==> src/rtl/cache_refill_ctrl.sv <==
// cache_refill_ctrl: miss engine for the set-associative cache.
// On a miss it writes back the dirty victim line, refills the line word by
// word from memory, writes the new tag and strobes Init so the replacement
// controller updates its LRU state. The pipeline is stalled throughout.
module cache_refill_ctrl #(
    parameter  int LOGW = 2,
    parameter  int IDXW = 4,
    localparam int TAGW = 30 - LOGW - IDXW
) (
    input  logic            CLK,
    input  logic            Reset,
    input  logic            Req,
    input  logic [31:0]     Addr,
    input  logic            Hit,
    input  logic [1:0]      Victim,
    input  logic            VDirty,
    input  logic [TAGW-1:0] VTag,
    input  logic [31:0]     LineRData,
    input  logic            MemReady,
    input  logic [31:0]     MemRData,
    output logic            Stall,
    output logic            MemRead,
    output logic            MemWrite,
    output logic [31:0]     MemAddr,
    output logic [31:0]     MemWData,
    output logic [LOGW-1:0] WordIdx,
    output logic [1:0]      FillWay,
    output logic            FillWe,
    output logic [31:0]     FillData,
    output logic            TagWe,
    output logic            Init
);

    typedef enum logic [1:0] {
        S_IDLE   = 2'd0,
        S_WB     = 2'd1,
        S_FILL   = 2'd2,
        S_UPDATE = 2'd3
    } state_t;

    state_t          r_state;
    logic [29:LOGW]  r_line_addr;   // line address (word address without word offset)
    logic [1:0]      r_fill_way;
    logic [TAGW-1:0] r_wb_tag;
    logic [LOGW-1:0] r_word_idx;

    logic            w_miss;
    logic            w_last;
    logic [IDXW-1:0] w_index;
    logic            w_unused;

    assign w_miss   = Req & ~Hit;
    assign w_last   = (r_word_idx == {LOGW{1'b1}});
    assign w_index  = r_line_addr[LOGW+IDXW-1:LOGW];
    // Byte and word offset of the access are irrelevant: whole lines move.
    assign w_unused = ^Addr[LOGW+1:0];

    assign WordIdx  = r_word_idx;
    assign FillWay  = r_fill_way;
    assign FillData = MemRData;

    // Miss sequencing: latch the miss context in IDLE, step words on MemReady.
    always_ff @(posedge CLK or negedge Reset) begin
        if (!Reset) begin
            r_state     <= S_IDLE;
            r_line_addr <= '0;
            r_fill_way  <= '0;
            r_wb_tag    <= '0;
            r_word_idx  <= '0;
        end else begin
            case (r_state)
                S_IDLE: begin
                    if (w_miss) begin
                        r_line_addr <= Addr[31:LOGW+2];
                        r_fill_way  <= Victim;
                        r_wb_tag    <= VTag;
                        r_word_idx  <= '0;
                        r_state     <= VDirty ? S_WB : S_FILL;
                    end
                end
                S_WB: begin
                    if (MemReady) begin
                        // Wraps to 0 on the last word, so FILL starts at word 0.
                        r_word_idx <= r_word_idx + LOGW'(1);
                        if (w_last) r_state <= S_FILL;
                    end
                end
                S_FILL: begin
                    if (MemReady) begin
                        r_word_idx <= r_word_idx + LOGW'(1);
                        if (w_last) r_state <= S_UPDATE;
                    end
                end
                S_UPDATE: r_state <= S_IDLE;
                default:  r_state <= S_IDLE;
            endcase
        end
    end

    // Output decode from state; IDLE strobes are gated so reset forces all low.
    always_comb begin
        Stall    = 1'b0;
        MemRead  = 1'b0;
        MemWrite = 1'b0;
        MemAddr  = '0;
        MemWData = '0;
        FillWe   = 1'b0;
        TagWe    = 1'b0;
        Init     = 1'b0;
        case (r_state)
            S_IDLE: begin
                Stall = w_miss & Reset;
                Init  = Req & Hit & Reset;
            end
            S_WB: begin
                Stall    = 1'b1;
                MemWrite = 1'b1;
                MemAddr  = {r_wb_tag, w_index, r_word_idx, 2'b00};
                MemWData = LineRData;
            end
            S_FILL: begin
                Stall   = 1'b1;
                MemRead = 1'b1;
                MemAddr = {r_line_addr, r_word_idx, 2'b00};
                FillWe  = MemReady;
            end
            S_UPDATE: begin
                Stall = 1'b1;
                TagWe = 1'b1;
                Init  = 1'b1;
            end
            default: ;
        endcase
    end

endmodule

==> config.mk <==
export PLATFORM = sky130hd
export DESIGN_NAME = cache_refill_ctrl
export DESIGN_NICKNAME = d
export VERILOG_FILES = /design/src/rtl/cache_refill_ctrl.sv
export SDC_FILE = /design/constraint.sdc
export NUM_CORES = 1
export LEC_CHECK = 0
export CAP_MARGIN = 10
export CORE_ASPECT_RATIO = 2
export CORE_MARGIN = 4
export CORE_UTILIZATION = 39
export DETAILED_ROUTE_END_ITERATION = 10
export PLACE_DENSITY = 0.95
export SETUP_SLACK_MARGIN = 0.15
export SYNTH_ARGS = -nofsm -noshare
export SYNTH_HDL_FRONTEND = slang
export SYNTH_SLANG_ARGS = --single-unit
==> constraint.sdc <==
create_clock -name CLK -period 5.3 [get_ports CLK]
set_input_delay 1.59 -clock CLK [delete_from_list [all_inputs] [get_ports CLK]]
set_output_delay 1.59 -clock CLK [all_outputs]
set_load 0.03 [all_outputs]
Word level (Yosys, flattened, before mapping)
Cells that the tools add are included.
W data, S select, Z words.
{"block": "classes", "bitwise_logic": 5, "eq_ne": 10, "n_mux": 18, "add_sub_neg": 1, "n_reduce_logical": 7}
{"op": "$pmux W32 S2", "n": 1}
{"op": "$mux W32", "n": 1}
{"op": "$mux W2", "n": 8}
{"op": "$ne A2 B2 Y1 const B", "n": 5}
{"op": "$pmux W2 S4", "n": 1}
{"op": "$eq A2 B2 Y1 const B", "n": 3}
{"op": "$reduce_and A5 Y1", "n": 1}
{"op": "$and A1 B1 Y1", "n": 4}
{"op": "$mux W1", "n": 4}
{"op": "$pmux W1 S2", "n": 2}
{"op": "$pmux W2 S2", "n": 1}
{"op": "$reduce_and A3 Y1", "n": 1}
{"op": "$reduce_or A3 Y1", "n": 1}
{"op": "$add A2 B1 Y2 const B", "n": 1}
{"op": "$eq A2 B1 Y1 const B", "n": 1}
{"op": "$logic_not A2 Y1", "n": 1}
{"op": "$ne A2 B1 Y1 const B", "n": 1}
{"op": "$reduce_and A2 Y1", "n": 1}
{"op": "$reduce_bool A2 Y1", "n": 1}
{"op": "$reduce_or A2 Y1", "n": 1}
{"op": "$not A1 Y1", "n": 1}
{"block": "word_totals", "ff_bits": 58, "elab_cells": 46}

Logic depth before layout (Yosys ltp)
Gate-level depths: netlist of the first run.
{"block": "depth", "depth_word": 4, "ltp_mapped": 6, "depth_no_buf": 5}

Least setup slack after synthesis of the first run
No wires, ideal clock.
{"block": "synth_timing", "kind": "input port to output port", "startpoint": "input port Hit", "endpoint": "output port Stall", "setup_slack_ps": 1296, "stages": 2, "required_ps": 3710, "path_buffers": 0, "arrival_time_ps": 2414, "path_cell_list": "nand2b_4 o21ai_0"}
{"block": "synth_between", "elab_chain_cells": 4}
{"element": "start, declared", "line": "14", "text": "input logic Hit,"}
{"element": "$not A1 Y1", "line": "52", "text": "assign w_miss = Req & ~Hit;"}
{"element": "$and A1 B1 Y1", "line": "52"}
{"element": "$and A1 B1 Y1", "line": "112", "text": "Stall = w_miss & Reset;"}
{"element": "$pmux W1 S2", "line": "110", "text": "case (r_state)"}
{"element": "end, declared", "line": "21", "text": "output logic Stall,"}
Every way passes these cells.

Worst setup path in the final report of the first run
{"block": "layout_timing", "startpoint": "input port Req", "endpoint": "output port Stall"}
{"block": "layout_between", "elab_chain_cells": 3}
{"element": "start, declared", "line": "12", "text": "input logic Req,"}
{"element": "$and A1 B1 Y1", "line": "52"}
{"element": "$and A1 B1 Y1", "line": "112"}
{"element": "$pmux W1 S2", "line": "110"}
Every way passes these cells.

==> flow_summary_export.csv, run 1 <==
group,metric,value,unit
sta,tightestPinTransition,1.07,ns
placement,gp_congestion,0.777,
clocking,cts_setup_buffers,0,
critical_path,end_kind,"output port",
drt,drt_pass1_iterations,4,
grt,grt_pass1_wl,15400,um
clocking,cts_buffers,9,
synthesis,synth_edf_count,0,
synthesis,async_flop_share,1.00,
critical_path,cp_data_required_time,3.71,ns
clocking,clock_path_buffers,2,
grt,grt_max_degree,61,
hold_path,min_path_type,"reg -> reg",
sta,drv_slew,0,
sta,fin_crit_sh,0.880,
drt,drc,0,
synthesis,ys_seq_area_frac,0.417,
finish,area_delta_synth_final,50.2,%
critical_path,setup.worst_path.class,"in -> out",
clocking,cts_max_level,3,
clocking,clkTransAtPathRegs,0.05,ns
floorplanning,dieArea,10600,um2
clocking,cts-root-buf,"clkbuf_16",
grt,grt_overflow_total,0,
sta,skew,0.0105,ns
critical_path,timing.rr.start,"r_state[1]",
critical_path,endpoint,"Stall",
run_status,status,"finished clean",
critical_path,rrSetupSlack,3.03,ns
synthesis,synth_common_cells,"dfrtp_1, mux2_4, and2_1, buf_4, nor2b_1",
drt,viasPerCell,5.08,
drt,wl_per_cell,19.7,um
drt,drt_iter0_drc,110,
sta,slew_headroom,0.285,
floorplanning,rows,48,
power,powerDensity,637,nW/um2
floorplanning,io_pins,234,
synthesis,synth_most_common_cell,"dfrtp_1",
synthesis,ys_types,27,
clocking,clock_latency,0.33,ns
critical_path,cp_max_fo,4,
synthesis,syn_avg_cell_area,12.0,um2
synthesis,synthTopCellsByArea,"dfrtp_1, mux2_4, buf_4",
floorplanning,die_h,142,um
finish,nets,550,
critical_path,crit_start,"Req",
run,max-cap-violations,0,
clocking,cts_tree,"done",
floorplanning,coreArea,8650,um2
power,power.leakage,2.32,nW
grt,grt_pass1_vias,2889,
critical_path,r2r_end,"WordIdx[1]",
clocking,cts.sinks,58,
sta,fmax,0.214,GHz
placement,dp_hpwl,7510,um
critical_path,start_kind,"primary input",
synthesis,synthesis.area,3480,um2
finish,drive_gt1_frac,0.171,
clocking,postCtsHoldBufs,0,
placement,numPortBuffers,163,
drt,totalWireLength,10300,um
synthesis,synth-seq-cells,58,
sta,setup_tns,0,ns
clocking,postCtsResizedCells,0,
critical_path,r2r_cells,5,
critical_path,critical_path_arrival,3.07,ns
floorplanning,initial_utilization,0.402,
synthesis,ys.flop_type,"dfrtp_1",
drt,num_vias,2640,
synthesis,synth_warnings,0,
sta,whs,0.496,ns
sta,final_hold_viol_count,0,
sta,finalSetupViolCount,0,
sta,rsz0062_at_grt,"false",
drt,antenna_left,0,
finish,n_antenna_cell,0,
floorplanning,die_w,74.8,um
synthesis,yosysTopAreaCell,"dfrtp_1",
grt,grt_use_total,0.197,
sta,fin_crit,4.66,ns
synthesis,synth_top_area_frac,0.417,
synthesis,syn_inst,289,
grt,antenna_found_initial,0,
power,ir_drop,0.310,mV
hold_path,min_from,"r_wb_tag[14]",
## worst max-delay path, cell delays in order
cell,delay (ns)
clkdlybuf4s50_1,0.55
nand2b_4,0.09
o21ai_0,0.15
clkdlybuf4s50_1,0.70
## stage by stage
| stage | setup slack (ns) | utilization | total power, mW | std cells | cell area [um2] |
|---|---|---|---|---|---|
| floorplan | 1.30 | - | 2.07 | 290 | 3480 |
| global placement | 0.643 | 0.566 | 2.64 | 504 | 4890 |
| detailed placement | 0.630 | 0.566 | 2.70 | 504 | 4890 |
| CTS | 0.624 | 0.604 | 3.35 | 520 | 5220 |
| global route | 0.494 | 0.604 | 3.50 | 520 | 5220 |
| finish | 0.637 | 0.604 | 3.32 | 520 | 5220 |
## sequential cells by signal (all words and copies together), names as in the netlist
register and flops:
r_wb_tag 24, WordIdx 2, r_line_addr 28, r_state 2, FillWay 2
## cell families after synthesis
kind of cell | share of synthesized area
flops | 0.417
buf+inv | 0.109
compound gates | 0.0738
fa+ha+maj | 0.0252
other cells | 0.00108
simple gates | 0.136
mux | 0.237
## how the worst min path moves through the flow
stage                     endpoint  slack [ns]  cells after the start
finish                r_wb_tag[14]        0.50                      1
global route        r_line_addr[3]        0.52                      1
CTS                   r_wb_tag[15]        0.50                      1
detailed placement  r_line_addr[4]        0.49                      1
global placement      r_wb_tag[14]        0.47                      1
floorplan             r_wb_tag[12]        0.46                      1
## cell usage in the layout (no fill, tap or decap), drive strengths merged, types with 2 or more instances in the layout
| cell type | synthesis | routed |
|---|---|---|
| a221o | 2 | 2 |
| a22oi | 24 | 24 |
| and2 | 38 | 38 |
| buf | 42 | 4 |
| bufinv | 0 | 2 |
| clkbuf | 10 | 12 |
| clkdlybuf4s50 | 0 | 162 |
| clkinv | 0 | 2 |
| conb | 1 | 2 |
| dfrtp | 58 | 58 |
| ha | 7 | 7 |
| inv | 3 | 3 |
| mux2 | 54 | 54 |
| mux2i | 3 | 3 |
| nand2 | 4 | 4 |
| nor2 | 6 | 6 |
| nor2b | 26 | 26 |
| o21ai | 2 | 2 |
## area by class of cell
type                            instances  area, um2
Clock buffer                           12        256
Clock inverter                          4       73.8
Fill cell                             700       3430
Inverter                                3       11.3
Multi-Input combinational cell        177       1650
Sequential cell                        58       1450
Tap cell                              100        125
Timing Repair Buffer                  166       1650
## power by group
part,leakage [nW],internal [mW],total [mW],switching [mW]
clock network,0.163,0.437,0.637,0.200
registers,0.695,0.670,0.814,0.145
logic,1.46,0.929,1.87,0.943
## metal layers
layer,up-vias,track usage,part of all wire
met2,124,0.352,0.54
met1,1268,0.191,0.32
met3,50,0.0589,0.090
met5,-,0,0
li1,1198,-,-
met4,0,0.114,0.050
No activity file was read; power rests on OpenSTA's default activity.
==> run 2: changes to the inputs <==
--- a/config.mk
+++ b/config.mk
@@ -8,9 +8,9 @@
 export CAP_MARGIN = 10
 export CORE_ASPECT_RATIO = 2
 export CORE_MARGIN = 4
-export CORE_UTILIZATION = 39
+export CORE_UTILIZATION = 33
 export DETAILED_ROUTE_END_ITERATION = 10
-export PLACE_DENSITY = 0.95
+export PLACE_DENSITY = 0.86
 export SETUP_SLACK_MARGIN = 0.15
 export SYNTH_ARGS = -nofsm -noshare
 export SYNTH_HDL_FRONTEND = slang
==> constraint.sdc (replaced) <==
create_clock -name CLK -period 3.73 [get_ports CLK]
set_input_delay 1.119 -clock CLK [delete_from_list [all_inputs] [get_ports CLK]]
set_output_delay 1.119 -clock CLK [all_outputs]
set_load 0.03 [all_outputs]
==> flow_summary_export.csv, run 2 (synthesized netlist as in run 1, its figures left out) <==
group,metric,value,unit
run_status,status,"finished clean",
drt,viasPerCell,4.76,
power,p_comb_frac,0.571,
power,p_sw,1.86,mW
placement,numPortBuffers,163,
floorplanning,die_h,153,um
power,power.leakage,2.65,nW
finish,stdcell_count,561,
drt,drc,0,
floorplanning,coreArea,10200,um2
power,ir_drop,0.547,mV
finish,largest_register_ffs,28,
sta,setup_tns,0,ns
finish,n_antenna_cell,0,
floorplanning,dieArea,12300,um2
clocking,clock_latency,0.32,ns
drt,drt_pass1_iterations,4,
finish,nets,556,
drt,num_vias,2668,
grt,grt_pass1_wl,16600,um
clocking,cts-root-buf,"clkbuf_16",
floorplanning,io_pins,234,
placement,gp_congestion,0.718,
clocking,clkTransAtPathRegs,0.05,ns
hold_path,min_path_type,"reg -> reg",
critical_path,end_kind,"output port",
clocking,postCtsHoldBufs,0,
floorplanning,initial_utilization,0.340,
drt,totalWireLength,11100,um
critical_path,cp_max_fo,2,
placement,dp_hpwl,8700,um
finish,multi_input_area,1660,um2
sta,tightestPinTransition,0.508,ns
power,clkPwrFrac,0.187,
finish,top_register,"r_line_addr",
power,internal-power,2.94,mW
drt,drt_iter0_drc,59,
hold_path,min_from,"r_wb_tag[12]",
finish,area_delta_synth_final,54.9,%
finish,regArea,1450,um2
sta,final_hold_viol_count,0,
floorplanning,rows,52,
finish,post-route-util,0.527,
clocking,clock_path_buffers,2,
power,powerDensity,890,nW/um2
sta,fin_crit,3.54,ns
placement,dp_cells,545,
finish,fillers,877,
critical_path,cp_data_required_time,2.61,ns
grt,grt_pass1_vias,3070,
power,switching_share,0.387,
critical_path,setup.worst_path.class,"in -> out",
sta,rsz0062_at_grt,"false",
clocking,cts_buffers,9,
critical_path,start_kind,"primary input",
finish,final_cell_mix,"clkdlybuf4s50_1, dfrtp_1, mux2_4",
clocking,cts.sinks,58,
power,seq_power_share,0.242,
run,max-cap-violations,0,
finish,mostFrequentLayoutCell,"clkdlybuf4s50_1",
drt,antenna_left,0,
critical_path,crit_start,"MemReady",
clocking,cts_tree,"done",
clocking,cts_max_level,3,
sta,fmax,0.282,GHz
grt,antenna_found_initial,1,
drt,wl_per_cell,19.7,um
sta,skew,0.00366,ns
sta,fin_crit_sh,0.950,
sta,drv_slew,0,
grt,grt_overflow_total,0,
critical_path,timing.rr.start,"r_state[1]",
sta,slew_headroom,0.661,
critical_path,critical_path_arrival,2.42,ns
sta,finalSetupViolCount,0,
clocking,cts_setup_buffers,0,
finish,reg_top3,"r_line_addr (28), r_wb_tag (24)",
floorplanning,die_w,80.6,um
finish,drive_gt1_frac,0.225,
grt,grt_use_total,0.181,
grt,grt_max_degree,55,
-- run 2: stage by stage --
| stage | power, mW | area, um2 | setup slack, ns | hold WS [ns] |
|---|---|---|---|---|
| floorplan | 2.94 | 3480 | 0.658 | 0.465 |
| global placement | 3.84 | 5010 | 0.193 | 0.477 |
| detailed placement | 3.93 | 5010 | 0.176 | 0.489 |
| CTS | 4.87 | 5350 | 0.168 | 0.500 |
| global route | 5.04 | 5390 | 0.149 | 0.512 |
| finish | 4.79 | 5390 | 0.186 | 0.497 |
-- run 2: metal layers --
layer	GRT usage	vias up	share of wire
met4	0.140	2	0.077
met5	0	-	0.0012
met2	0.301	147	0.48
met3	0.0842	61	0.13
li1	-	1211	-
met1	0.164	1247	0.31
-- run 2: cell type report --
class                           count  share of cell area
Clock buffer                       12              0.0476
Multi-Input combinational cell    177               0.309
Timing Repair Buffer              172               0.327
Sequential cell                    58               0.269
Clock inverter                      4              0.0137
Tap cell                          135              0.0314
Inverter                            3             0.00209
-- run 2: power by group through the flow --
stage | Clock (mW) | Combinational [mW] | Sequential [mW]
2_1_floorplan | 0 | 1.81 | 1.13
6_report | 0.897 | 2.74 | 1.16
5_1_grt | 0.947 | 2.90 | 1.19
4_1_cts | 0.921 | 2.79 | 1.16
3_5_place_dp | 0 | 2.77 | 1.16
3_3_place_gp | 0 | 2.70 | 1.14
-- run 2: final timing paths --
path                                    to  slack, ns  depth (start not counted)
max in group asynchronous      r_wb_tag[2]       2.52                          2
hold reg to reg               r_wb_tag[12]       0.50                          1
setup reg to reg                r_state[0]       1.69                          6
min in group asynchronous  r_line_addr[21]       0.85                          2
setup / recovery                    FillWe       0.19                          3
hold / removal                r_wb_tag[12]       0.50                          1
-- run 2: what timing repair did --
item / CTS / global route
gates resized for setup: 1 / 15
cloned: 0 / 0
endpoints found under the setup margin: 26 / 15
-- run 2: worst max-delay path: stages --
cell	delay, ns
clkdlybuf4s50_1	0.49
and2_1	0.15
clkdlybuf4s50_1	0.67
==> run 3: changes to the inputs <==
--- a/config.mk
+++ b/config.mk
@@ -6,7 +6,6 @@
 export NUM_CORES = 1
 export LEC_CHECK = 0
 export CAP_MARGIN = 10
-export CORE_ASPECT_RATIO = 2
 export CORE_MARGIN = 4
 export CORE_UTILIZATION = 33
 export DETAILED_ROUTE_END_ITERATION = 10
==> flow_summary_export.csv, run 3 (synthesized netlist as in run 1, its figures left out) <==
group,metric,value,unit
finish,stdcell_area,5250,um2
drt,drc,0,
finish,reg_top3,"r_line_addr (28), r_wb_tag (24)",
floorplanning,coreArea,10300,um2
placement,dp_hpwl,7870,um
clocking,clock_latency,0.34,ns
critical_path,start_kind,"primary input",
sta,setup_tns,0,ns
sta,rsz0062_at_grt,"false",
finish,nets,558,
grt,grt_pass1_vias,3116,
floorplanning,initial_utilization,0.338,
sta,final_hold_viol_count,0,
sta,tightestPinTransition,0.664,ns
drt,drt_pass1_iterations,4,
finish,largest_register_ffs,28,
clocking,clkTransAtPathRegs,0.06,ns
grt,grt_max_degree,53,
power,power.leakage,2.54,nW
grt,grt_use_total,0.182,
finish,stdcell_count,564,
finish,multi_input_area,1670,um2
floorplanning,die_h,111,um
critical_path,cp_max_fo,1,
clocking,cts_tree,"done",
critical_path,setup.worst_path.class,"in -> out",
critical_path,cp_data_required_time,2.61,ns
drt,drt_iter0_drc,86,
floorplanning,dieArea,12200,um2
clocking,cts_buffers,9,
finish,fillers,939,
finish,drive_gt1_frac,0.222,
hold_path,min_path_type,"reg -> reg",
floorplanning,die_w,111,um
power,ir_drop,0.381,mV
finish,n_antenna_cell,0,
floorplanning,rows,37,
finish,final_cell_mix,"clkdlybuf4s50_1, dfrtp_1, mux2_4",
clocking,cts_max_level,3,
drt,viasPerCell,4.70,
finish,regArea,1450,um2
finish,mostFrequentLayoutCell,"clkdlybuf4s50_1",
clocking,postCtsHoldBufs,0,
finish,top_register,"r_line_addr",
power,powerDensity,864,nW/um2
floorplanning,io_pins,234,
sta,fin_crit,3.55,ns
run,max-cap-violations,0,
sta,fmax,0.281,GHz
finish,area_delta_synth_final,50.9,%
placement,numPortBuffers,163,
sta,finalSetupViolCount,0,
placement,place_area,4970,um2
clocking,cts.sinks,58,
sta,whs,0.495,ns
drt,num_vias,2653,
grt,antenna_found_initial,1,
drt,totalWireLength,11000,um
grt,grt_pass1_wl,17500,um
drt,wl_per_cell,19.4,um
clocking,clock_path_buffers,2,
critical_path,critical_path_arrival,2.43,ns
run_status,status,"finished clean",
clocking,cts-root-buf,"clkbuf_8",
critical_path,end_kind,"output port",
sta,drv_slew,0,
placement,gp_congestion,0.798,
sta,slew_headroom,0.558,
grt,grt_overflow_total,0,
drt,antenna_left,0,
sta,fin_crit_sh,0.953,
placement,dp_cells,546,
sta,skew,0.0127,ns
==> run 3: where the power goes <==
part / switching, mW / internal [mW]
Clock: 0.251 / 0.413
Sequential: 0.207 / 0.950
Combinational: 1.39 / 1.32
==> run 3: area by class of cell <==
| class | count | share of cell area |
|---|---|---|
| well taps | 136 | 0.0324 |
| multi-input cells | 177 | 0.318 |
| clock buffers | 12 | 0.0296 |
| inverters | 3 | 0.00215 |
| repair buffers | 174 | 0.328 |
| flip-flops and latches | 58 | 0.277 |
| clock inverters | 4 | 0.0141 |
==> run 3: stage by stage <==
step	power (mW)	util	setup WS [ns]
after global placement	3.83	0.484	0.147
after CTS	4.58	0.509	0.0718
after detailed placement	3.88	0.484	0.112
after floorplan	2.94	-	0.658
after global routing	4.80	0.511	0.158
final	4.54	0.511	0.176
==> run 3: per-layer routing <==
layer	track usage	vias to the layer above	part of all wire
met2	0.318	123	0.50
met3	0.0710	28	0.073
met1	0.204	1284	0.41
li1	-	1216	-
met4	0.0542	2	0.022
met5	0	-	0.0012
==> run 3: final timing paths <==
kind                                   start               to  slack, ns  depth (start not counted)
max in group asynchronous              Reset       r_state[1]       2.12                          2
worst min-delay path            r_wb_tag[14]     r_wb_tag[14]       0.49                          1
worst max register to register    r_state[1]       WordIdx[1]       1.60                          7
worst min register to register  r_wb_tag[14]     r_wb_tag[14]       0.49                          1
worst max-delay path            LineRData[6]      MemWData[6]       0.18                          3
min in group asynchronous              Reset  r_line_addr[19]       0.67                          1
==> run 3: worst max-delay path, cell delays in order <==
cell,delay (ns)
clkdlybuf4s50_1,0.47
and2_1,0.16
clkdlybuf4s50_1,0.68
==> run 3: repair_timing <==
item / in CTS / in global routing
pin swaps: 1 / 0
endpoints found under the setup margin: 57 / 8
setup buffers: 2 / 0
resized for setup: 19 / 8
